**config.mk**
```make
export PLATFORM = sky130hd
export DESIGN_NAME = intr_ctrl
export DESIGN_NICKNAME = d
export VERILOG_FILES = /design/src/rtl/intr_pkg.sv /design/src/rtl/irq_sync.sv /design/src/rtl/intr_ctrl.sv
export SDC_FILE = /design/constraint.sdc
export NUM_CORES = 1
export LEC_CHECK = 0
export CAP_MARGIN = 20
export CORE_UTILIZATION = 40
export CTS_BUF_LIST = sky130_fd_sc_hd__clkbuf_16
export CTS_CLUSTER_SIZE = 10
export DETAILED_ROUTE_END_ITERATION = 16
export PLACE_DENSITY_LB_ADDON = 0.08
export SYNTH_ARGS = -nofsm -noshare
export SYNTH_HDL_FRONTEND = slang
export SYNTH_SLANG_ARGS = --single-unit
```
**constraint.sdc**
```tcl
create_clock -name clk -period 1.5 [get_ports clk]
set_input_delay 0.15 -clock clk [delete_from_list [all_inputs] [get_ports clk]]
set_output_delay 0.15 -clock clk [all_outputs]
set_load 0.01 [all_outputs]
```
**src/rtl/intr_pkg.sv**
```systemverilog
// Shared definitions for the interrupt controller: FSM state encoding and
// default sizing of the request lines, PC width and vector base.
package intr_pkg;

    typedef enum logic [1:0] {
        ST_IDLE    = 2'd0,
        ST_ENTER   = 2'd1,
        ST_SERVICE = 2'd2,
        ST_EXIT    = 2'd3
    } intr_state_t;

    localparam int                N_IRQ_DEF    = 4;
    localparam int                AW_DEF       = 10;
    localparam logic [AW_DEF-1:0] VEC_BASE_DEF = 10'd1008;

endpackage

```
**src/rtl/irq_sync.sv**
```systemverilog
// Per-line two-flop synchroniser followed by a rising-edge detector.
// o_rise is high for one cycle per synchronised low-to-high transition.
module irq_sync #(
    parameter int W = 4
) (
    input  logic         i_clk,
    input  logic         i_reset,
    input  logic [W-1:0] i_irq,
    output logic [W-1:0] o_rise
);

    logic [W-1:0] r_meta;
    logic [W-1:0] r_sync;
    logic [W-1:0] r_prev;

    always_ff @(posedge i_clk or negedge i_reset) begin
        if (!i_reset) begin
            r_meta <= '0;
            r_sync <= '0;
            r_prev <= '0;
        end else begin
            r_meta <= i_irq;
            r_sync <= r_meta;
            r_prev <= r_sync;
        end
    end

    assign o_rise = r_sync & ~r_prev;

endmodule

```
**src/rtl/intr_ctrl.sv**
```systemverilog
// Interrupt controller driving the interrupt side of the return-address stack:
// latches requests, selects a winner at an instruction boundary, sequences entry/exit.
//
//   state   | meaning
//   --------+----------------------------------------------------------
//   IDLE    | no ISR active; entry taken on boundary with an eligible req
//   ENTER   | one cycle: push current PC, load vector, stall the CPU
//   SERVICE | ISR running; waits for reti
//   EXIT    | one cycle: pop with return correction, reload PC, restore ie
module intr_ctrl
    import intr_pkg::*;
#(
    parameter int          N_IRQ    = N_IRQ_DEF,
    parameter int          AW       = AW_DEF,
    parameter logic [AW-1:0] VEC_BASE = AW'(VEC_BASE_DEF),
    localparam int         IW       = (N_IRQ > 1) ? $clog2(N_IRQ) : 1
) (
    input  logic             clk,
    input  logic             reset,
    input  logic [N_IRQ-1:0] irq,
    input  logic             mask_we,
    input  logic [N_IRQ-1:0] mask_din,
    input  logic             ei,
    input  logic             di,
    input  logic             boundary,
    input  logic             reti,
    output logic             int_push,
    output logic             int_pop,
    output logic             s_intr,
    output logic             vec_load,
    output logic             ret_load,
    output logic [AW-1:0]    vector,
    output logic             stall,
    output logic [N_IRQ-1:0] pending,
    output logic             ie,
    output logic             in_service,
    output logic [IW-1:0]    isr_id
);

    // Lowest set index wins; index 0 is the highest priority.
    function automatic logic [IW-1:0] prio_enc(input logic [N_IRQ-1:0] req);
        logic [IW-1:0] id;
        id = '0;
        for (int i = N_IRQ - 1; i >= 0; i--) begin
            if (req[i]) begin
                id = IW'(i);
            end
        end
        return id;
    endfunction

    intr_state_t      r_state;
    intr_state_t      w_state_nxt;
    logic [N_IRQ-1:0] r_pending;
    logic [N_IRQ-1:0] r_mask;
    logic             r_ie;
    logic [IW-1:0]    r_isr_id;
    logic             r_enter;
    logic             r_exit;
    logic             r_stall;
    logic             r_svc;
    logic [AW-1:0]    r_vector;

    logic [N_IRQ-1:0] w_rise;
    logic [N_IRQ-1:0] w_elig;
    logic [IW-1:0]    w_winner;
    logic             w_take;
    logic [N_IRQ-1:0] w_clr;

    irq_sync #(
        .W (N_IRQ)
    ) u_irq_sync (
        .i_clk   (clk),
        .i_reset (reset),
        .i_irq   (irq),
        .o_rise  (w_rise)
    );

    assign w_elig   = r_pending & r_mask & {N_IRQ{r_ie}};
    assign w_winner = prio_enc(w_elig);
    assign w_take   = (r_state == ST_IDLE) && boundary && (|w_elig);
    assign w_clr    = w_take ? (N_IRQ'(1) << w_winner) : '0;

    always_comb begin
        w_state_nxt = r_state;
        case (r_state)
            ST_IDLE:    if (w_take) w_state_nxt = ST_ENTER;
            ST_ENTER:   w_state_nxt = ST_SERVICE;
            ST_SERVICE: if (reti) w_state_nxt = ST_EXIT;
            ST_EXIT:    w_state_nxt = ST_IDLE;
            default:    w_state_nxt = ST_IDLE;
        endcase
    end

    // Pulse outputs come straight from flops loaded with the next-state decode,
    // so they line up with the state register and cannot glitch.
    always_ff @(posedge clk or negedge reset) begin
        if (!reset) begin
            r_state  <= ST_IDLE;
            r_enter  <= 1'b0;
            r_exit   <= 1'b0;
            r_stall  <= 1'b0;
            r_svc    <= 1'b0;
            r_vector <= '0;
        end else begin
            r_state  <= w_state_nxt;
            r_enter  <= (w_state_nxt == ST_ENTER);
            r_exit   <= (w_state_nxt == ST_EXIT);
            r_stall  <= (w_state_nxt == ST_ENTER) || (w_state_nxt == ST_EXIT);
            r_svc    <= (w_state_nxt == ST_SERVICE);
            r_vector <= (w_state_nxt == ST_ENTER) ? (VEC_BASE + AW'(w_winner)) : '0;
        end
    end

    // A new edge on the bit being cleared re-latches it.
    always_ff @(posedge clk or negedge reset) begin
        if (!reset) begin
            r_pending <= '0;
            r_mask    <= '1;
            r_isr_id  <= '0;
        end else begin
            r_pending <= (r_pending & ~w_clr) | w_rise;
            if (mask_we) begin
                r_mask <= mask_din;
            end
            if (w_take) begin
                r_isr_id <= w_winner;
            end
        end
    end

    always_ff @(posedge clk or negedge reset) begin
        if (!reset) begin
            r_ie <= 1'b0;
        end else if (r_state == ST_EXIT) begin
            r_ie <= 1'b1;
        end else if (w_take || di) begin
            r_ie <= 1'b0;
        end else if (ei) begin
            r_ie <= 1'b1;
        end
    end

    assign int_push   = r_enter;
    assign vec_load   = r_enter;
    assign int_pop    = r_exit;
    assign s_intr     = r_exit;
    assign ret_load   = r_exit;
    assign stall      = r_stall;
    assign in_service = r_svc;
    assign vector     = r_vector;
    assign pending    = r_pending;
    assign ie         = r_ie;
    assign isr_id     = r_isr_id;

endmodule

```
==> results of run 1 <==
## metal layers
layer	share of wire (%)	vias up	track usage, %
met2	49	29	21.3
li1	-	387	-
met4	1.8	0	8.36
met5	0	-	0
met1	44	360	17.4
met3	5.6	4	6.12
## sequential cells by signal (all words and copies together), names as in the netlist, 2 cells and up
signal / cells
pending: 4
r_mask: 4
u_irq_sync.r_meta: 4
u_irq_sync.r_prev: 4
u_irq_sync.r_sync: 4
vector: 3
isr_id: 2
## power by group through the flow
stage          logic, mW  registers, mW  clock network (mW)
2_1_floorplan      0.563           1.17                   0
4_1_cts             1.10           1.12                1.10
6_report            1.20           1.12                1.07
3_5_place_dp        1.09           1.13                   0
3_3_place_gp        1.08           1.12                   0
5_1_grt             1.30           1.15                1.13
## worst reg2reg max path, cell delays in order (launching register included)
cell and delay [ns]:
dfstp_2 0.53, a22oi_1 0.12, a21o_4 0.25, a21o_4 0.24
and2_2 0.19
## cells by family (layout without fill, tap and decap cells)
group,Yosys count,after routing,share of synthesized area [%]
muxes,3,3,2.77
buffers and inverters,20,59,9.53
DFF,30,30,61.9
AOI/OAI and AO/OA,16,16,11.4
and+or+nand+nor,23,23,10.0
adders and majority gates,4,4,4.10
other,1,2,0.307
## timing repair
action	in CTS	in global routing
setup endpoints to repair	1	8
pin swaps	0	1
resized for setup	1	8
## cell usage in the layout, fill, tap and decap left out, types with 2 or more instances in the layout
cell type        netlist  final
conb_1                 1      2
o21ai_0                7      7
dfrtp_1               26     24
mux2_2                 3      3
dfrtp_2                0      2
clkdlybuf4s50_1        0     36
inv_1                  9      7
inv_2                  0      2
nor2_1                 5      5
ha_1                   4      3
nand2_1                8      8
clkbuf_16              0      5
a21o_4                 2      2
buf_4                 11      7
dfstp_2                4      4
## path summary, 6_finish.rpt
check                                           from              endpoint  slack, ns
min in group clk                              irq[0]  u_irq_sync.r_meta[0]       0.32
worst max register to register             r_mask[1]            in_service       0.07
worst min-delay path                           reset  u_irq_sync.r_sync[0]       0.26
max in group asynchronous                      reset             r_mask[1]       0.93
worst min register to register  u_irq_sync.r_meta[3]  u_irq_sync.r_sync[3]       0.34
worst max-delay path                              ie                    ie       0.06
## layout make-up
cell class              count  area, um2  share of cell area [%]
multi-input cells          48        388                    21.7
repair buffers             43        413                    23.1
well taps                  31       38.8                    2.17
clock buffers               5        125                    6.99
clock inverters             2       33.8                    1.89
inverters                   9       33.8                    1.89
flip-flops and latches     30        758                    42.3
## stage by stage
step	hold slack (ns)	TNS [ns]	worst slack (ns)	cell area [um2]	total power, mW
after floorplan	-0.146	0	0.000810	1220	1.73
after global placement	0.333	0	0.0371	1590	2.20
after detailed placement	0.336	0	0.00267	1590	2.22
after CTS	0.272	0	0.00944	1750	3.32
after global routing	0.306	-0.00161	-0.00161	1790	3.58
final	0.261	0	0.0557	1790	3.39
==> summary.md, run 1 <==
| Metric | Value |
|---|---|
| Die Ht | `57.3 um` |
| Post-synth design cell area | `1220 um2` |
| Tmin final | `1.44 ns` |
| CTS tree | `built` |
| Gr ovfl total | `0` |
| YS warnings | `0` |
| Switching Fraction | `28.6%` |
| Top delay family on crit path | `buffers and inverters` |
| Violations in the final reports | `DRC` |
| Startpoint class of the critical path | `flip-flop` |
| Register area share after synthesis | `about three fifths` |
| Seq cells post-synth | `30` |
| Total die area | `~3300 um2` |
| Clk slew on worst S/H paths | `0.05 ns` |
| Leak | `just under 0.8 nW` |
| Fill cell count | `about 240` |
| Final period util | `between 90% and 100%` |
| Final Net Count | `156` |
| DRC | `3` |
| Antenna cells | `0` |
| Levels on crit path | `1` |
| Core ar. | `about 2800 um2` |
| Pwr per Cell Area | `between 1500 and 2000 nW/um2` |
| CTS H-tree depth | `2` |
| Num CTS Buffers | `5` |
| Vias in the first global route | `707` |
| Hpwl dp | `~1.5 mm` |
| Crit-path cells | `clkdlybuf4s50_1` |
| Final setup fails | `0` |
| Design internal power | `2.42 mW` |
| First-pass GRT wire length | `3.29 mm` |
| Clock Latency Late Sink | `0.27 ns` |
| Post-synth top cells | `26 x dfrtp_1, 11 x buf_4, 9 x inv_1` |
| Final ANT Viol Nets | `0` |
| Area grow syn2layout | `46.6%` |
| Largest net degree at the start of global routing | `31` |
| P_sw | `0.968 mW` |
| Final hold vios | `0` |
| Die Width | `57.3 um` |
| Routed length per instance | `approximately 12 um` |
| Logic pwr share | `a little over a third` |
| Max_cap viols | `0` |
| Sequential cell fraction of total power | `33.1%` |
| Post-CTS Setup Repair Bufs | `0` |
| Synth cell types | `28` |
| Crit path max fanout | `8` |
| Share of layout cells above drive strength 1 | `24.8%` |
| CP max-delay cell | `clkdlybuf4s50_1` |
| Asr flop ratio synth | `between 90% and 100%` |
| Initial core utilization | `43.2%` |
| Initial antenna violation count | `0` |
| Clock Sinks | `30` |
| Top-count cell post-synth | `dfrtp_1` |
| Via/cell ratio | `~4.6` |
| Crit Path Class | `reg2out` |
| Crit path buf inv count | `1` |
| CP Data Required Time | `1.35 ns` |
| Vias | `780` |
| Final cell count without fillers | `168` |
| Clock Tree Root | `clkbuf_16` |
| IO Port Bufs | `36` |
| Synth Flop Type | `dfrtp_1` |
| Final WL | `2.04 mm` |
| Worst stage delay on the critical path | `~0.57 ns` |
| Clock buffer depth | `2` |
| Result of the run | `finished, violations left` |
| Hold buffer count at CTS | `0` |
| Initial DRC Count | `16` |
| Synth top area cells | `dfrtp_1 53%, dfstp_2 8.6%, buf_4 6.8%` |
| Top achievable clock speed | `between 0.6 and 0.7 GHz` |
| GRT Total Usage | `14.3%` |
| Io pins | `39` |
| Critical Path End Type | `output port` |
| Number of flops mapped to enable cells by yosys | `0` |
| GPL Wtd Cong | `0.773` |
| HP Class | `in2async` |
| Clock power frac | `31.5%` |
| WP data arrival | `~1.3 ns` |
| Skew final | `0.00264 ns` |
| Post-Syn Instances | `97` |
| Syn_area_per_cell | `12.6 um2` |
| Rows | `19` |
| R2R depth | `4` |
| Number of placed cells counting well taps | `161` |
| Worst vdd ir | `1.14 mV` |
| Slew Limit Fails | `0` |
| TritonRoute pass-1 iters | `10` |
| Area leader, netlist | `dfrtp_1` |
| Top-area cell type share of the netlist area | `53.3%` |
| Util after Layout | `63.3%` |
Power figures use the tool's default switching activity.
==> run 2, diff against run 1 <==
--- a/config.mk
+++ b/config.mk
@@ -10,6 +10,7 @@
 export CTS_BUF_LIST = sky130_fd_sc_hd__clkbuf_16
 export CTS_CLUSTER_SIZE = 10
 export DETAILED_ROUTE_END_ITERATION = 16
+export GPL_TIMING_DRIVEN = 0
 export PLACE_DENSITY_LB_ADDON = 0.08
 export SYNTH_ARGS = -nofsm -noshare
 export SYNTH_HDL_FRONTEND = slang
==> run 2 against run 1 <==
  * Combinational power rose by 8%
  * Core utilization grew 3.9 points
  * Clock power is 5% higher
  * Routed wire length increased by 8.3%
  * Largest power group unchanged
  * Worst setup slack worse by 0.025 ns
  * Total power increased by 4.7%
  * Critical path type is now reg2reg
  * Non-clock buffer count grew 11
  * The run still ends with DRC left
  * Sequential share of layout area shrank 2.5 points
  * Critical path depth grew 5
==> summary.md, run 2 (synthesized netlist as in run 1, its figures left out) <==
| Metric | Value |
|---|---|
| Final WL | `2.21 mm (+8.3%)` |
| Slew Limit Fails | `0 (unchanged)` |
| Via/cell ratio | `4.59 (-1.2%)` |
| Skew final | `0.00324 ns (+0.000602 ns)` |
| Antenna cells | `0 (unchanged)` |
| Pwr Total | `3.55 mW (+4.7%)` |
| GRT Total Usage | `16.4% (+2.1 points)` |
| Die Ht | `57.3 um (unchanged)` |
| Worst vdd ir | `1.29 mV (+13%)` |
| RR Startpoint | `r_state[1]` |
| First-pass GRT wire length | `3.78 mm (+15%)` |
| Reg2reg setup slack | `0.03 ns (-0.04 ns)` |
| Vias in the first global route | `832 (+18%)` |
| Largest net degree at the start of global routing | `18 (-42%)` |
| Result of the run | `finished, violations left` |
| Routed length per instance | `12.3 um (+1.1%)` |
| Share of layout cells above drive strength 1 | `32.9% (+8.1 points)` |
| Fin area | `1900 um2 (+6.2%)` |
| Fill cell count | `211 (-11%)` |
| Area grow syn2layout | `55.7%` |
| RR Endpoint | `in_service` |
| Actual slew at the worst max-slew pin | `0.722 ns` |
| Final Net Count | `167 (+7.1%)` |
| CTS tree | `built` |
| Placed cell area | `1650 um2 (+3.6%)` |
| Max_slew headroom | `51.7%` |
| Violations in the final reports | `DRC` |
| Pwr per Cell Area | `1870 nW/um2 (-1.4%)` |
| Io pins | `39 (unchanged)` |
| IO Port Bufs | `36 (unchanged)` |
| Clock Tree Root | `clkbuf_16` |
| HP Class | `in2async` |
| TritonRoute pass-1 iters | `10 (unchanged)` |
| DRC | `3 (unchanged)` |
| Clock Sinks | `30 (unchanged)` |
| Rows | `19 (unchanged)` |
| CTS H-tree depth | `2 (unchanged)` |
| WP data arrival | `1.63 ns (+0.34 ns)` |
| Initial core utilization | `43.2% (unchanged)` |
| Clk slew on worst S/H paths | `0.05 ns (about the same)` |
| Final period util | `98.0% (+1.7 points)` |
| Gr ovfl total | `0 (unchanged)` |
| Final setup fails | `0 (unchanged)` |
| Total die area | `3280 um2 (unchanged)` |
| Die Width | `57.3 um (unchanged)` |
| Hpwl dp | `1.57 mm (+2.7%)` |
| Num CTS Buffers | `5 (unchanged)` |
| Leak | `0.913 nW (+16%)` |
| Clock buffer depth | `2 (unchanged)` |
| Startpoint class of the critical path | `flip-flop` |
| Crit Path Class | `reg2reg` |
| Most frequent cells in the layout | `31 x clkdlybuf4s50_1, 24 x dfrtp_1, 17 x buf_4, 8 x nand2_1, 7 x inv_1` |
| Max_cap viols | `0 (unchanged)` |
| Final hold vios | `0 (unchanged)` |
| Min Hold Slack | `0.308 ns (+0.0470 ns)` |
| Final ANT Viol Nets | `0 (unchanged)` |
| CP Data Required Time | `1.66 ns (+0.31 ns)` |
| Crit path max fanout | `5 (-3)` |
| Vias | `826 (+5.9%)` |
| Critical Path End Type | `flip-flop` |
| Clock Latency Late Sink | `0.28 ns (about the same)` |
| RSZ-0062 raised after global routing | `true` |
| Top achievable clock speed | `0.681 GHz (-1.7%)` |
| GPL Wtd Cong | `0.811 (+4.9%)` |
| Tmin final | `1.47 ns (+0.0250 ns)` |
| Commonest non-fill, non-tap cell in the layout | `clkdlybuf4s50_1` |
| Initial DRC Count | `19 (+3)` |
| R2R depth | `6 (+2)` |
| Initial antenna violation count | `0 (unchanged)` |
| Core ar. | `2830 um2 (unchanged)` |
==> run 2: changes by cell type in the layout (fill, tap and decap cells not counted), sizes merged <==
cell / previous run / this run
buf: 7 / 18
clkdlybuf4s50: 36 / 31
clkinv: 1 / 2
dlygate4sd2: 0 / 2
dlymetal6s2s: 0 / 3
==> run 2: critical path: stages, from the launching register on <==
cell and delay [ns]:
dfrtp_1 0.40, inv_2 0.07, ha_2 0.18, nand3_4 0.08, a21o_4 0.20, a21o_4 0.24
and2_2 0.19
==> run 2: worst max-delay path by stage <==
stage / startpoint / to / slack [ns] / cells past startpoint
3_5_place_dp: stall / vector[1] / -0.08 / 6
3_3_place_gp: reset / vector[8] / -0.19 / 1
2_1_floorplan: stall / in_service / 0.0008 / 6
6_report: r_state[1] / in_service / 0.03 / 6
5_1_grt: r_state[1] / in_service / -0.02 / 6
4_1_cts: vector[8] / vector[9] / 0.008 / 2
==> run 2: where the power goes <==
| part | switching [mW] | leakage, nW | internal (mW) |
|---|---|---|---|
| clock | 0.341 | 0.0836 | 0.775 |
| sequential | 0.143 | 0.344 | 0.983 |
| combinational | 0.552 | 0.485 | 0.753 |
| total | 1.04 | 0.913 | 2.51 |
==> run 2: timing repair <==
| item | in CTS | in global routing |
|---|---|---|
| hold buffers | 0 | 0 |
| setup buffers | 3 | 3 |
| setup endpoints to repair | 13 | 10 |
| pin swaps | 0 | 2 |
| gates resized for setup | 4 | 12 |
==> run 2: area by class of cell <==
type                       count  area (um2)  share of cell area [%]
buffer                        11        82.6                    4.34
clock buffer                   5         125                    6.58
clock inverter                 3        40.0                    2.11
inverter                       9        33.8                    1.78
multi-input combinational     48         385                    20.3
sequential                    30         758                    39.9
tap                           31        38.8                    2.04
timing repair buffer          43         438                    23.0
==> run 2: metrics by stage <==
stage | cells | setup TNS, ns | worst slack, ns | util, %
2_1_floorplan | 98 | 0 | 0.000810 | -
3_3_place_gp | 165 | -5.11 | -0.192 | 57.4
3_5_place_dp | 166 | -0.203 | -0.0761 | 58.4
4_1_cts | 177 | 0 | 0.00756 | 65.0
5_1_grt | 180 | -0.0194 | -0.0166 | 67.2
6_report | 180 | 0 | 0.0307 | 67.2
==> run 2: metal layers <==
layer  vias up  wire length [um]  GRT usage, %
met5         -                 0             0
met4         0                42          7.32
met3         5               184          8.16
met2        35              1050          26.2
met1       376               932          18.5
li1        410                 -             -
==> run 3, diff against run 2 <==
--- a/config.mk
+++ b/config.mk
@@ -6,12 +6,13 @@
 export NUM_CORES = 1
 export LEC_CHECK = 0
 export CAP_MARGIN = 20
-export CORE_UTILIZATION = 40
+export CORE_UTILIZATION = 39
 export CTS_BUF_LIST = sky130_fd_sc_hd__clkbuf_16
 export CTS_CLUSTER_SIZE = 10
 export DETAILED_ROUTE_END_ITERATION = 16
 export GPL_TIMING_DRIVEN = 0
 export PLACE_DENSITY_LB_ADDON = 0.08
+export REMOVE_ABC_BUFFERS = 1
 export SYNTH_ARGS = -nofsm -noshare
 export SYNTH_HDL_FRONTEND = slang
 export SYNTH_SLANG_ARGS = --single-unit
==> run 3 against run 2 <==
  * The flow still finishes with violations (DRC)
  * Cell area is 6.2% lower
  * Worst setup slack gained 0.020 ns
  * Via count decreased by 4.5%
  * Fmax grew 1.4%
  * Critical endpoint unchanged
  * Clock skew decreased by 0.00077 ns
  * Routed wire length shrank 7.8%
  * Sequential cell count stayed put
==> summary.md, run 3 (synthesized netlist as in run 1, its figures left out) <==
| Metric | Value |
|---|---|
| Result of the run | `finished, violations left` |
| Violations in the final reports | `DRC` |
| Critical Path End Type | `flip-flop` |
| Skew final | `0.00246 ns (-0.000774 ns)` |
| Area grow syn2layout | `46.1%` |
| Most frequent cells in the layout | `36 x clkdlybuf4s50_1, 23 x dfrtp_1, 8 x inv_1, 8 x nand2_1, 7 x o21ai_0` |
| GPL Wtd Cong | `0.718 (-11%)` |
| P_sw | `0.985 mW (-5.0%)` |
| Top achievable clock speed | `0.690 GHz (+1.4%)` |
| Hpwl dp | `1.49 mm (-5.4%)` |
| CTS tree | `built` |
| Multi-input logic area | `393 um2 (+1.9%)` |
| Max_cap viols | `0 (unchanged)` |
| DRC | `2 (-1)` |
| R2R depth | `6 (unchanged)` |
| Clock buffer depth | `2 (unchanged)` |
| Final hold vios | `0 (unchanged)` |
| Tmin final | `1.45 ns (-0.0203 ns)` |
| Hold buffer count at CTS | `0 (unchanged)` |
| Gr ovfl total | `0 (unchanged)` |
| First-pass GRT wire length | `3.53 mm (-6.6%)` |
| Die Ht | `58.0 um (+1.2%)` |
| Actual slew at the worst max-slew pin | `0.519 ns (-0.203 ns)` |
| GRT Total Usage | `14.4% (-1.9 points)` |
| Clock power frac | `28.4% (-3.1 points)` |
| Final ANT Viol Nets | `0 (unchanged)` |
| CP Data Required Time | `1.66 ns (about the same)` |
| WP data arrival | `1.61 ns (-0.02 ns)` |
| IO Port Bufs | `36 (unchanged)` |
| Rows | `19 (unchanged)` |
| Switching Fraction | `30.3% (+1.0 points)` |
| Fill cell count | `240 (+14%)` |
| Crit path buf inv count | `1 (unchanged)` |
| RR Endpoint | `in_service` |
| Clock Sinks | `30 (unchanged)` |
| Startpoint class of the critical path | `flip-flop` |
| Final setup fails | `0 (unchanged)` |
| Crit Path Class | `reg2reg` |
| Crit-path cells | `inv_1 -> ha_4 -> nand3_4 -> a21o_4 -> a21o_4 -> and2_2` |
| HP Class | `in2async` |
| Design internal power | `2.27 mW (-9.6%)` |
| Max_slew headroom | `65.3% (+14 points)` |
| TritonRoute pass-1 iters | `9 (-1)` |
| Initial DRC Count | `30 (+11)` |
| Final cell count without fillers | `167 (-7.2%)` |
| Die Width | `58.0 um (+1.2%)` |
| Top cell by count, worst path | `a21o_4` |
| Register Area | `759 um2 (+0.16%)` |
| Slew Limit Fails | `0 (unchanged)` |
| CTS H-tree depth | `2 (unchanged)` |
| RR Startpoint | `r_state[1]` |
| Clock Tree Root | `clkbuf_16` |
| CP max-delay cell | `dfrtp_1` |
| Vias | `789 (-4.5%)` |
| Commonest non-fill, non-tap cell in the layout | `clkdlybuf4s50_1` |
| Final period util | `96.6% (-1.4 points)` |
| Initial antenna violation count | `0 (unchanged)` |
| Io pins | `39 (unchanged)` |
| Routed length per instance | `12.2 um (-0.61%)` |
| Sequential cell fraction of total power | `34.6% (+2.8 points)` |
| Num CTS Buffers | `5 (unchanged)` |
| Logic pwr share | `37.0% (+0.2 points)` |
| Top delay family on crit path | `compound AO/OA/AOI/OAI gates` |
| Worst stage delay on the critical path | `0.38 ns (-0.02 ns)` |
| Clock Latency Late Sink | `0.27 ns (about the same)` |
| Crit path max fanout | `5 (unchanged)` |
| Worst vdd ir | `1.03 mV (-20%)` |
| Leak | `0.779 nW (-15%)` |
| Largest net degree at the start of global routing | `22 (+4)` |
| Antenna cells | `0 (unchanged)` |
| Final Net Count | `154 (-7.8%)` |
| Total die area | `3360 um2 (+2.5%)` |
| Final WL | `2.04 mm (-7.8%)` |
| Setup_tns | `0 ns (unchanged)` |
| Pwr per Cell Area | `1820 nW/um2 (-2.2%)` |
| Core ar. | `2850 um2 (+0.84%)` |
| Initial core utilization | `42.8% (-0.36 points)` |
| Vias in the first global route | `823 (-1.1%)` |
| Clk slew on worst S/H paths | `0.05 ns (about the same)` |
| Via/cell ratio | `4.72 (+3.0%)` |
| Reg2reg setup slack | `0.05 ns (+0.02 ns)` |
| Number of placed cells counting well taps | `155 (-6.6%)` |
| Share of layout cells above drive strength 1 | `25.0% (-7.9 points)` |
run 3: cell count changes in the layout (fill, tap and decap cells not counted), moves of 2 or more:
| cell | previous run | this run |
|---|---|---|
| buf_4 | 17 | 4 |
| dlygate4sd2_1 | 2 | 0 |
| clkdlybuf4s50_1 | 31 | 36 |
| dlymetal6s2s_1 | 3 | 0 |
run 3: metal layers:
layer  part of all wire (%)  vias to the layer above  global-route usage [%]
li1                       -                      383                       -
met1                     41                      373                    16.3
met2                     51                       29                    23.5
met3                    7.2                        4                    7.59
met4                    1.2                        0                    5.10
met5                      0                        -                       0
run 3: per-stage QoR:
step	area, um2	hold slack, ns	utilization [%]	worst slack [ns]	power, mW
finish	1780	0.229	62.5	0.0510	3.25
detailed placement	1570	0.336	55.0	-0.0955	2.17
CTS	1730	0.245	60.8	0.0207	3.15
global route	1780	0.266	62.5	-0.00554	3.46
floorplan	1140	-0.146	-	-0.0215	1.62
global placement	1540	0.333	54.0	-0.194	2.14
run 3: timing repair:
item / CTS / global route
gates resized for setup: 2 / 9
pin swaps: 0 / 1
endpoints found under the hold margin: 0 / 0
buffers inserted: 3 / 1
setup endpoints to repair: 6 / 9
run 3: final cells by class:
type / instances / share of cell area [%]
clock buffer: 5 / 7.01
timing repair buffer: 41 / 23.4
clock inverter: 3 / 0.912
sequential: 30 / 42.6
tap: 31 / 2.17
inverter: 9 / 1.89
multi-input combinational: 48 / 22.0
run 3: worst reg2reg max path, stage by stage, from the launching register on:
cell     delay, ns
dfrtp_1       0.38
inv_1         0.12
ha_4          0.15
nand3_4       0.07
a21o_4        0.20
a21o_4        0.24
and2_2        0.19
run 3: worst max path at each step:
stage	start	to	slack (ns)	cells after the start
global route	r_state[1]	in_service	-0.006	6
floorplan	stall	in_service	-0.02	6
finish	r_state[1]	in_service	0.05	6
global placement	reset	vector[8]	-0.19	1
detailed placement	stall	in_service	-0.1	6
CTS	vector[8]	vector[6]	0.02	1
run 3: power by group through the flow:
| stage | clock, mW | combinational [mW] | sequential [mW] |
|---|---|---|---|
| floorplan | 0 | 0.411 | 1.21 |
| global placement | 0 | 1.01 | 1.13 |
| detailed placement | 0 | 1.03 | 1.13 |
| CTS | 0.952 | 1.08 | 1.12 |
| global route | 0.993 | 1.32 | 1.15 |
| finish | 0.925 | 1.20 | 1.12 |
